### src/rtl/multi_tick_generator_pkg.sv
// multi_tick_generator_pkg
//   Shared constants and types for the multi-channel tick generator.
//   TICK_CNT_W / TICK_MAX_CH size the production build; PERIOD_CORE and
//   PERIOD_READ are the processor-core and sensor-read rates in system-clock
//   cycles; PERIOD_SIM_* are short equivalents for simulation builds.
package multi_tick_generator_pkg;

  localparam int unsigned TICK_CNT_W      = 26;
  localparam int unsigned TICK_MAX_CH     = 8;

  localparam int unsigned PERIOD_CORE     = 10000001;
  localparam int unsigned PERIOD_READ     = 5000001;

  localparam int unsigned PERIOD_SIM_CORE = 3;
  localparam int unsigned PERIOD_SIM_READ = 2;

  // What a channel does on the coming edge.
  typedef enum logic [1:0] {
    ACT_HOLD  = 2'd0,   // disabled or period 0: freeze count and square
    ACT_COUNT = 2'd1,   // advance the counter
    ACT_WRAP  = 2'd2,   // last cycle of the period: tick, toggle, reload
    ACT_SYNC  = 2'd3    // global restart
  } ch_action_e;

endpackage

### src/rtl/multi_tick_generator_tick_channel.sv
// tick_channel
//   One channel of the tick generator: free-running counter, active and
//   shadow period registers, registered tick strobe and square wave.
//
//   clk        system clock, rising edge
//   rst_n      synchronous active-low reset
//   en         run enable
//   sync       restart counter and square, reload active period
//   wr_en      period write addressed to this channel
//   wr_period  period value for the write (0 stops the channel)
//   tick       registered single-cycle strobe at each period wrap
//   square     registered square wave, toggles at each tick
module tick_channel
  import multi_tick_generator_pkg::*;
#(
  parameter int unsigned      CNT_W        = TICK_CNT_W,
  parameter logic [CNT_W-1:0] RESET_PERIOD = CNT_W'(PERIOD_CORE)
) (
  input  logic             clk,
  input  logic             rst_n,
  input  logic             en,
  input  logic             sync,
  input  logic             wr_en,
  input  logic [CNT_W-1:0] wr_period,
  output logic             tick,
  output logic             square
);

  ch_action_e       action;

  logic [CNT_W-1:0] cnt_q,    cnt_d;
  logic [CNT_W-1:0] active_q, active_d;
  logic [CNT_W-1:0] shadow_q, shadow_d;
  logic             tick_q,   tick_d;
  logic             square_q, square_d;

  logic             at_wrap;
  logic [CNT_W-1:0] load_period;

  // A write in the same cycle as a reload wins over the old shadow value.
  assign load_period = wr_en ? wr_period : shadow_q;

  // '>=' rather than '==': a period shortened while the channel was held
  // can leave the count above P-1; it then wraps on the next enabled edge
  // instead of running round the whole counter range.
  assign at_wrap = (cnt_q >= (active_q - CNT_W'(1)));

  always_comb begin
    action = ACT_HOLD;
    if (sync) begin
      action = ACT_SYNC;
    end else if (en && (active_q != '0)) begin
      action = at_wrap ? ACT_WRAP : ACT_COUNT;
    end
  end

  always_comb begin
    cnt_d    = cnt_q;
    active_d = active_q;
    shadow_d = wr_en ? wr_period : shadow_q;
    tick_d   = 1'b0;
    square_d = square_q;

    unique case (action)
      ACT_SYNC: begin
        cnt_d    = '0;
        square_d = 1'b0;
        active_d = load_period;
      end
      ACT_WRAP: begin
        cnt_d    = '0;
        tick_d   = 1'b1;
        square_d = ~square_q;
        active_d = load_period;
      end
      ACT_COUNT: begin
        cnt_d    = cnt_q + CNT_W'(1);
      end
      default: begin
        // Held channel: no period in progress, so a write applies at once.
        if (wr_en) begin
          active_d = wr_period;
        end
      end
    endcase
  end

  always_ff @(posedge clk) begin
    if (!rst_n) begin
      cnt_q    <= '0;
      active_q <= RESET_PERIOD;
      shadow_q <= RESET_PERIOD;
      tick_q   <= 1'b0;
      square_q <= 1'b0;
    end else begin
      cnt_q    <= cnt_d;
      active_q <= active_d;
      shadow_q <= shadow_d;
      tick_q   <= tick_d;
      square_q <= square_d;
    end
  end

  assign tick   = tick_q;
  assign square = square_q;

endmodule

### src/rtl/multi_tick_generator.sv
// multi_tick_generator
//   NUM_CH independent tick strobes and 50%-duty square waves derived from
//   one system clock. Ticks are clock enables, not clocks.
//
//   n_clock     system clock, rising edge
//   n_reset     synchronous active-low reset
//   en          per-channel run enable
//   sync        global restart / phase alignment of all channels
//   cfg_we      period write strobe
//   cfg_ch      channel index for the write
//   cfg_period  new period in cycles (0 stops the channel)
//   tick        per-channel registered single-cycle strobe
//   square      per-channel registered square wave
//   cfg_err     registered pulse after a write to a non-existent channel
module multi_tick_generator
  import multi_tick_generator_pkg::*;
#(
  parameter int unsigned             NUM_CH         = 2,
  parameter int unsigned             CNT_W          = TICK_CNT_W,
  parameter int unsigned             CH_W           = 1,
  parameter logic [NUM_CH*CNT_W-1:0] DEFAULT_PERIOD = {CNT_W'(PERIOD_READ), CNT_W'(PERIOD_CORE)}
) (
  input  logic              n_clock,
  input  logic              n_reset,
  input  logic [NUM_CH-1:0] en,
  input  logic              sync,
  input  logic              cfg_we,
  input  logic [CH_W-1:0]   cfg_ch,
  input  logic [CNT_W-1:0]  cfg_period,
  output logic [NUM_CH-1:0] tick,
  output logic [NUM_CH-1:0] square,
  output logic              cfg_err
);

  logic [NUM_CH-1:0] wr_sel;
  logic              cfg_err_q, cfg_err_d;

  // An out-of-range index matches no channel, so the write is dropped.
  always_comb begin
    wr_sel = '0;
    for (int unsigned i = 0; i < NUM_CH; i++) begin
      wr_sel[i] = cfg_we && (32'(cfg_ch) == i);
    end
  end

  always_comb begin
    cfg_err_d = cfg_we && (32'(cfg_ch) >= NUM_CH);
  end

  always_ff @(posedge n_clock) begin
    if (!n_reset) begin
      cfg_err_q <= 1'b0;
    end else begin
      cfg_err_q <= cfg_err_d;
    end
  end

  assign cfg_err = cfg_err_q;

  for (genvar g = 0; g < NUM_CH; g++) begin : g_ch
    tick_channel #(
      .CNT_W        (CNT_W),
      .RESET_PERIOD (DEFAULT_PERIOD[g*CNT_W +: CNT_W])
    ) u_ch (
      .clk       (n_clock),
      .rst_n     (n_reset),
      .en        (en[g]),
      .sync      (sync),
      .wr_en     (wr_sel[g]),
      .wr_period (cfg_period),
      .tick      (tick[g]),
      .square    (square[g])
    );
  end

endmodule

### config.mk
export PLATFORM = sky130hd
export DESIGN_NAME = multi_tick_generator
export DESIGN_NICKNAME = d
export VERILOG_FILES = /design/src/rtl/multi_tick_generator_pkg.sv /design/src/rtl/multi_tick_generator_tick_channel.sv /design/src/rtl/multi_tick_generator.sv
export SDC_FILE = /design/constraint.sdc
export NUM_CORES = 1
export LEC_CHECK = 0
export BUFFER_PORTS_ARGS = -buffer_cell sky130_fd_sc_hd__buf_2
export CAP_MARGIN = 40
export CORE_UTILIZATION = 35
export CTS_CLUSTER_DIAMETER = 200
export DETAILED_ROUTE_END_ITERATION = 7
export HOLD_SLACK_MARGIN = 0.08
export PLACE_DENSITY = 0.55
export SLEW_MARGIN = 40
export SYNTH_ARGS = -nofsm -noshare
export SYNTH_HDL_FRONTEND = slang
export SYNTH_SLANG_ARGS = --single-unit
### constraint.sdc
create_clock -name n_clock -period 6.6 [get_ports n_clock]
set_clock_uncertainty 0.1 [all_clocks]
set_input_delay 1.98 -clock n_clock [delete_from_list [all_inputs] [get_ports n_clock]]
set_output_delay 1.98 -clock n_clock [all_outputs]
set_load 0.05 [all_outputs]
# [Word level (Yosys, flattened, before mapping)]
# Index checks and enable logic that the tools add are counted.
[classes] addsub=4 mux=18 n_mul=0 shifts=0 n_lt_le_gt_ge=2 bitwise_logic=5 n_eq_ne=6 n_reduce_logical=16 div=0
[op_table] cell="$pmux W26 S2" count=4
[op_table] cell="$mux W26" count=4
[op_table] cell="$add A26 B1 Y26 const B" count=2
[op_table] cell="$ge A26 B26 Y1" count=2
[op_table] cell="$reduce_bool A26 Y1" count=2
[op_table] cell="$sub A26 B1 Y26 const B" count=2
[op_table] cell="$mux W2" count=6
[op_table] cell="$reduce_bool A2 Y1" count=6
[op_table] cell="$eq A2 B2 Y1 const B" count=4
[op_table] cell="$not A1 Y1" count=5
[op_table] cell="$eq A2 B1 Y1 const B" count=2
[op_table] cell="$logic_and A1 B1 Y1" count=4
[op_table] cell="$pmux W1 S2" count=2
[op_table] cell="$reduce_and A2 Y1" count=2
[op_table] cell="$reduce_or A2 Y1" count=2
[op_table] cell="$mux W1" count=2
[word_totals] romBits=0 ramBits=0 ff_bits=160 elab_cells=61 latchBits=0 mem_count=0 out_inout_bits=5

# [Depth between registers and ports, before layout]
# Gate-level depths: netlist of run 1.
[logic_depth] depth_word=9 mapped_depth=19 ltp_nobuf=16

# [Hierarchy]
# A second synthesis of run 1 with hierarchy kept.
[unflattened] cells_unflattened=1118 hier_area_um2=9507.9
[modules_own_cells] module="tick_channel (g_ch[1].u_ch)" area_each_um2=5069.9 seq_area_each_um2=1601.5 cells_per_inst=621 instances=1
[modules_own_cells] module="tick_channel (g_ch[0].u_ch)" area_each_um2=4410.5 seq_area_each_um2=1601.5 cells_per_inst=493 instances=1
[modules_own_cells] module="multi_tick_generator" area_each_um2=27.5 seq_area_each_um2=0.0 cells_per_inst=4 instances=1

# [Least setup slack after synthesis of run 1]
# No wires, ideal clock.
[synth_path] kind="reg-to-reg" from="register g_ch[0].u_ch.active_q[2]" to="register g_ch[0].u_ch.active_q[11]" setup_slack_ns=2.239 t_arrival_ns=4.144 path_buffers=2 t_required_ns=6.383 path_stages_with_launch=19 cell_sequence="dfxtp_1 -> nor4_1 -> and3b_1 -> nand2b_1 -> or2_2 -> clkbuf_1 -> nor3_1 -> nand2_1 -> xor2_1 -> ha_1 -> nand4_1 -> nor4_1 -> nand2_1 -> o211ai_1 -> and2b_4 -> or2_4 -> nor2_8 -> buf_6 -> a22o_1"
[synth_between] elab_chain_cells=9 elab_cells_between_ends=15
[synth_lines] element="start, declared" line="multi_tick_generator_tick_channel.sv:32" text="logic [CNT_W-1:0] active_q, active_d;"
[synth_lines] element="start signal, assigned" line="multi_tick_generator_tick_channel.sv:97" text="active_q <= active_d;"
[synth_lines] element="$sub A26 B1 Y26" line="multi_tick_generator_tick_channel.sv:46" text="assign at_wrap = (cnt_q >= (active_q - CNT_W'(1)));"
[synth_lines] element="$ge A26 B26 Y1" line="multi_tick_generator_tick_channel.sv:46"
[synth_lines] element="$mux W2" line="multi_tick_generator_tick_channel.sv:53" text="action = at_wrap ? ACT_WRAP : ACT_COUNT;"
[synth_lines] element="$mux W2 (*)" line="multi_tick_generator_tick_channel.sv:52" text="end else if (en && (active_q != '0)) begin"
[synth_lines] element="$mux W2 (*)" line="multi_tick_generator_tick_channel.sv:50" text="if (sync) begin"
[synth_lines] element="$eq A2 B2 Y1" line="multi_tick_generator_tick_channel.sv:64" text="unique case (action)"
[synth_lines] element="$reduce_or A2 Y1 (no line)"
[synth_lines] element="$reduce_bool A2 Y1 (no line)"
[synth_lines] element="$reduce_and A2 Y1 (no line)"
# Mark *: on every way between the ends. The rest lies on a longest branch, timed or not.
# A chain may end at the register's enable or synchronous reset.

# [Worst setup path after layout of run 1]
[layout_path] from="register g_ch[0].u_ch.active_q[2]" to="register g_ch[0].u_ch.cnt_q[20]"
[layout_between] elab_chain_cells=8 elab_cells_between_ends=13
[layout_lines] element="$sub A26 B1 Y26" line="multi_tick_generator_tick_channel.sv:46"
[layout_lines] element="$ge A26 B26 Y1" line="multi_tick_generator_tick_channel.sv:46"
[layout_lines] element="$mux W2" line="multi_tick_generator_tick_channel.sv:53"
[layout_lines] element="$mux W2 (*)" line="multi_tick_generator_tick_channel.sv:52"
[layout_lines] element="$mux W2 (*)" line="multi_tick_generator_tick_channel.sv:50"
[layout_lines] element="$eq A2 B2 Y1" line="multi_tick_generator_tick_channel.sv:64"
[layout_lines] element="$reduce_or A2 Y1 (no line)"
[layout_lines] element="$pmux W26 S2 or $reduce_bool A2 Y1 (tied branches)"
[layout_lines] element="end signal, assigned" line="multi_tick_generator_tick_channel.sv:96" text="cnt_q <= cnt_d;"
[layout_lines] element="end, declared" line="multi_tick_generator_tick_channel.sv:31" text="logic [CNT_W-1:0] cnt_q, cnt_d;"
# Marked as above.

==> impl_metrics.tcl, run 1 <==
set metrics [dict create \
    status "finished clean" \
    ys_seq_area_share_pct 37.27 \
    min_period_over_period_pct 81.46 \
    max_freq_ghz 0.1860 \
    clk_pin_slew_worst_paths_ns 0.07 \
    start_util_pct 36.18 \
    setup_violations 0 \
    grt_max_degree 62 \
    numCtsBuffers 17 \
    cts_tree "yes" \
    hp-class "reg -> reg" \
    hold_violations 0 \
    cts-root-buf "clkbuf_16" \
    setup.worst_path.start "g_ch[0].u_ch.active_q[2]" \
    cp-end-kind "register" \
    grt_pass1_vias 6383 \
    power.density_nw_per_um2 232.7 \
    layoutNonFillerInstCount 1367 \
    utilization_pct 40.09 \
    clock_latency_ns 0.42 \
    antenna_left 0 \
    grt_pass1_wl_mm 35.26 \
    syn_avg_cell_area_um2 8.359 \
    clock_sinks 160 \
    grt_overflow 0 \
    final_nets 1124 \
    die_y_um 158.7 \
    p_leak_nw 3.655 \
    async_flop_share_pct 0 \
    synthTopCellsByArea "dfxtp_1, nand2_1, ha_1" \
    hp-start "g_ch[0].u_ch.shadow_q[0]" \
    drtIter0Drc 494 \
    ys_dominant_reg_cell "dfxtp_1" \
    syn_to_final_growth_pct 10.80 \
    ys_ff_latch 160 \
    die_w_um 158.7 \
    drv_cap 0 \
    drcViolationCount 0 \
    required_ns 6.85 \
    die_area_um2 25180 \
    crit_path_start_kind "register" \
    yosysTopAreaCell "dfxtp_1" \
    fin_tns_setup_ns 0 \
    timing.final.max_slew_violations 0 \
    cp.arrival_ns 5.63 \
    peakVddDrop_mv 0.1819 \
    syn-num-nets 1117 \
    cts_buffer_depth 2 \
    most-common-layout-cells "nand2_1, dfxtp_1, nor2_1, ha_1, a21oi_1" \
    syn_inst 1028 \
    ys_types 69 \
    synth_top_area_share_pct 37.27 \
    worstMarginPinSlew_ns 0.8287 \
    fin_crit_ns 5.376 \
    hpwl_mm 15.30 \
    grt.total_usage_pct 18.16 \
    r2r-start "g_ch[0].u_ch.active_q[2]" \
    dp.cells 1335 \
    synth_edf_count 0 \
    totalWireLength_mm 21.54 \
    routedWlPerCell_um 15.76 \
    postCtsSetupBuffers 0 \
    ctsResizeCount 0 \
    antenna_found_initial 0 \
    io_buffers 36 \
    htree_num_levels 4 \
    mostFrequentLayoutCell "nand2_1" \
    num_antenna_cells 0 \
    crit_type "reg -> reg" \
    yosysWarnings 0 \
    fill_cells 2440 \
    layout-drive-gt1-share_pct 9.256 \
    io_pins 38 \
    crit_fanout 12 \
    hold_buffers 0 \
    vias 6904 \
    slew_headroom_pct 44.51 \
    rsz0062_at_grt "no" \
    core_area_um2 23750 \
    num_rows 56 \
    gp_congestion 0.7967 \
    via_per_inst 5.050 \
    drt-pass1-iter-count 4 \
    total_power_mw 2.215 \
    syn_area_um2 8593 \
    seq_area_um2 3203 \
    multi_input_area_um2 5057 \
]
[report_power, final]
part | internal (mW) | switching, mW
clock | 0.550 | 0.436
combinational | 0.0765 | 0.126
sequential | 0.999 | 0.0274
total | 1.63 | 0.590
[layer usage]
metal | vias up | wire [um] | global-route usage [%]
met5 | - | 0 | 0
met4 | 0 | 180 | 4.533
met3 | 12 | 669 | 2.450
met2 | 96 | 9139 | 27.03
met1 | 3173 | 11550 | 27.19
li1 | 3623 | - | -
[area by class of cell]
| type | instances | area share (%) |
|---|---|---|
| clock buffers | 20 | 4.796 |
| clock inverters | 12 | 1.301 |
| inverters | 11 | 0.4336 |
| multi-input cells | 801 | 53.11 |
| flip-flops and latches | 160 | 33.64 |
| well taps | 319 | 4.192 |
| repair buffers | 44 | 2.523 |
[state kept, by name (all words and copies together), names as in the netlist]
register            flops
g_ch.u_ch.square        2
g_ch.u_ch.active_q     52
g_ch.u_ch.shadow_q     52
g_ch.u_ch.cnt_q        52
g_ch.u_ch.tick          2
[critical path: stages, from the launching register on]
cell and delay [ns]:
dfxtp_1 0.36, nor4_1 0.53, and3b_1 0.28, nand2b_1 0.09, or2_2 0.36, nor3_1 0.31, nand2_1 0.11, xor2_1 0.16
ha_1 0.30, a21o_1 0.19, a21o_1 0.17, a222oi_1 0.34, o211ai_1 0.40, nor2_1 0.70, nor2_1 0.21, or4_1 0.55
a21oi_1 0.15
[metrics by stage]
stage | hold slack, ns | setup WS [ns] | instance area [um^2]
global placement | 0.3503 | 1.349 | 8934
CTS | 0.3750 | 1.282 | 9522
detailed placement | 0.3559 | 1.302 | 8941
global route | 0.4048 | 0.7175 | 9522
finish | 0.3716 | 1.224 | 9522
floorplan | 0.3379 | 2.239 | 8593
[cells in the mapped netlist, drive strengths merged, types with 4 or more instances]
| master | count |
|---|---|
| nand2 | 217 |
| dfxtp | 160 |
| nor2 | 78 |
| ha | 56 |
| a21oi | 48 |
| xnor2 | 37 |
| xor2 | 37 |
| a22o | 35 |
| o21ai | 35 |
| a21boi | 34 |
| clkbuf | 32 |
| nand3 | 27 |
| buf | 24 |
| and3 | 20 |
| nand3b | 18 |
| nand4 | 16 |
| nor4 | 15 |
| inv | 11 |
| nor3 | 11 |
| o211ai | 10 |
| a31oi | 9 |
| or3 | 9 |
| and2 | 8 |
| mux2i | 8 |
| o22a | 8 |
| nor2b | 7 |
| or4 | 7 |
| nand2b | 6 |
| a21o | 5 |
| o2111ai | 5 |
| or2 | 5 |
| nor3b | 4 |
[kinds of logic (layout without fill, tap and decap cells)]
| family | Yosys count | after routing | synth area share, % |
|---|---|---|---|
| AOI/OAI and AO/OA | 204 | 204 | 16.48 |
| xor gates and xnor gates | 74 | 74 | 7.542 |
| adders and majority gates | 56 | 56 | 8.154 |
| buffers and inverters | 67 | 87 | 4.048 |
| DFF | 160 | 160 | 37.27 |
| muxes | 8 | 8 | 0.9319 |
| other | 1 | 1 | 0.04364 |
| and+or+nand+nor | 458 | 458 | 25.52 |
[path summary, 6_finish.rpt]
kind | endpoint | slack [ns] | depth (start not counted)
max reg2reg | g_ch[0].u_ch.cnt_q[20] | 1.22 | 16
min reg2reg | g_ch[0].u_ch.shadow_q[0] | 0.37 | 2
min | g_ch[0].u_ch.shadow_q[0] | 0.37 | 2
max | g_ch[0].u_ch.cnt_q[20] | 1.22 | 16
(Power assumes the default switching activity.)
==> run 2: changes to the inputs <==
==> constraint.sdc (replaced) <==
create_clock -name n_clock -period 5.4 [get_ports n_clock]
set_clock_uncertainty 0.1 [all_clocks]
set_input_delay 1.62 -clock n_clock [delete_from_list [all_inputs] [get_ports n_clock]]
set_output_delay 1.62 -clock n_clock [all_outputs]
set_load 0.05 [all_outputs]
==> impl_metrics.tcl, run 2 (synthesis gave the netlist of run 1 again) <==
set metrics [dict create \
    cp.arrival_ns 5.17 \
    setup_violations 0 \
    num_rows 56 \
    crit_fanout 16 \
    switchingPower_uw 702.7 \
    drt-pass1-iter-count 6 \
    clock_sinks 160 \
    antenna_left 0 \
    grt_max_degree 62 \
    fin_tns_setup_ns 0 \
    grt.total_usage_pct 18.10 \
    die_y_um 158.7 \
    peakVddDrop_mv 0.2210 \
    syn_to_final_growth_pct 11.76 \
    io_pins 38 \
    die_area_um2 25180 \
    io_buffers 36 \
    r2r_slack_ns 0.49 \
    dp_slack_ns 0.3809 \
    r2r-start "g_ch[1].u_ch.active_q[0]" \
    die_w_um 158.7 \
    cts_tree "yes" \
    start_util_pct 36.18 \
    r2r_cells 16 \
    vias 6957 \
    swShare_pct 25.10 \
    seqPwrFrac_pct 44.9 \
    crit_type "reg -> reg" \
    final_nets 1130 \
    grt_pass1_wl_mm 35.08 \
    grt_pass1_vias 6403 \
    most-common-layout-cells "nand2_1, dfxtp_1, nor2_1, ha_1, a21oi_1" \
    numCtsBuffers 17 \
    cts_buffer_depth 2 \
    rsz0062_at_grt "no" \
    postCtsSetupBuffers 0 \
    gp_congestion 0.7998 \
    cp-end-kind "register" \
    hp-start "g_ch[0].u_ch.shadow_q[10]" \
    min_period_over_period_pct 90.86 \
    via_per_inst 5.067 \
    grt_overflow 0 \
    comb_power_share_pct 9.0 \
    p_leak_nw 3.708 \
    intPower_mw 2.097 \
    hpwl_mm 15.30 \
    reg.largest.list "g_ch.u_ch.active_q x52, g_ch.u_ch.cnt_q x52, g_ch.u_ch.shadow_q x52" \
    fin_crit_ns 4.906 \
    clk_pin_slew_worst_paths_ns 0.07 \
    clock_latency_ns 0.43 \
    antenna_found_initial 0 \
    drv_cap 0 \
    setup_ws_ns 0.4938 \
    timing.final.max_slew_violations 0 \
    cts-root-buf "clkbuf_16" \
    totalWireLength_mm 21.39 \
    status "finished clean" \
    core_area_um2 23750 \
    pwr-share-clk_pct 46.2 \
    worstMarginPinSlew_ns 0.6861 \
    drtIter0Drc 472 \
    num_antenna_cells 0 \
    htree_num_levels 4 \
    hold_violations 0 \
    mostFrequentLayoutCell "nand2_1" \
    layout-drive-gt1-share_pct 9.583 \
    slew_headroom_pct 54.09 \
    crit_path_start_kind "register" \
    hp-class "reg -> reg" \
    r2r-end "g_ch[1].u_ch.active_q[9]" \
    routedWlPerCell_um 15.58 \
    min_to "g_ch[0].u_ch.shadow_q[10]" \
    max_freq_ghz 0.2038 \
    power.density_nw_per_um2 291.5 \
    drcViolationCount 0 \
    required_ns 5.67 \
    holdPathStages 2 \
]
==> run 2: changes by cell type in the layout (fill, tap and decap cells not counted), moves of 2 or more <==
| cell | before | now |
|---|---|---|
| clkinvlp_4 | 3 | 1 |
| inv_8 | 2 | 0 |
| clkbuf_8 | 2 | 0 |
| bufinv_16 | 1 | 4 |
| clkbuf_1 | 1 | 3 |
| buf_4 | 8 | 13 |
==> run 2: how the worst max path moves through the flow <==
stage | to | slack, ns | start
5_1_grt | g_ch[1].u_ch.active_q[22] | 0.04 | g_ch[1].u_ch.active_q[0]
3_5_place_dp | g_ch[0].u_ch.active_q[17] | 0.38 | g_ch[0].u_ch.active_q[2]
2_1_floorplan | g_ch[0].u_ch.active_q[11] | 1.04 | g_ch[0].u_ch.active_q[2]
6_report | g_ch[1].u_ch.active_q[9] | 0.49 | g_ch[1].u_ch.active_q[0]
4_1_cts | g_ch[0].u_ch.active_q[3] | 0.36 | g_ch[0].u_ch.active_q[2]
3_3_place_gp | g_ch[0].u_ch.active_q[18] | 0.50 | g_ch[0].u_ch.active_q[2]
==> run 2: final cells by class <==
| cell class | instances | area, um^2 |
|---|---|---|
| fill | 2392 | 14150 |
| multi-input combinational | 801 | 5060 |
| sequential | 160 | 3203 |
| clock buffer | 20 | 436.7 |
| tap | 319 | 399.1 |
| timing repair buffer | 50 | 282.8 |
| clock inverter | 12 | 181.4 |
| inverter | 11 | 41.29 |
==> run 2: timing repair <==
action                     4_1_cts  5_1_grt
resized for setup                0        1
setup endpoints to repair        0       17
hold buffers                     0        0
==> run 2: power groups by stage <==
stage | sequential [mW] | clock (mW) | combinational (mW)
6_report | 1.26 | 1.29 | 0.251
5_1_grt | 1.26 | 1.37 | 0.283
4_1_cts | 1.26 | 1.32 | 0.253
3_5_place_dp | 1.28 | 0 | 0.252
3_3_place_gp | 1.28 | 0 | 0.249
2_1_floorplan | 1.27 | 0 | 0.181
==> run 2: worst max-delay path: stages, from the launching register on <==
cell,delay (ns)
dfxtp_1,0.32
inv_1,0.14
ha_1,0.19
nor3b_1,0.40
nand2_1,0.23
or4_1,0.68
nor3_1,0.23
xnor2_1,0.11
ha_1,0.32
nand4_1,0.14
nor4_1,0.46
nor3b_1,0.24
a22o_1,0.20
or2_2,0.32
a21o_1,0.27
or2_1,0.30
o22a_1,0.18
==> run 2: stage by stage <==
step / hold slack, ns / total power, mW / instance area [um^2] / instances / util [%]
floorplan: 0.3379 / 1.451 / 8593 / 1028 / -
global placement: 0.3534 / 1.530 / 8971 / 1340 / 37.77
detailed placement: 0.3559 / 1.534 / 8975 / 1340 / 37.78
CTS: 0.3764 / 2.829 / 9593 / 1372 / 40.39
global route: 0.4055 / 2.912 / 9604 / 1373 / 40.43
finish: 0.3699 / 2.800 / 9604 / 1373 / 40.43
==> run 2: layer usage <==
layer / share of wire [%] / global-route usage (%) / routed length (um) / up-vias
met1: 53 / 26.38 / 11410 / 3183
met5: 0 / 0 / 0 / -
li1: - / - / - / 3638
met4: 2.1 / 6.364 / 451 / 0
met2: 42 / 26.61 / 8964 / 112
met3: 2.7 / 2.912 / 571 / 24
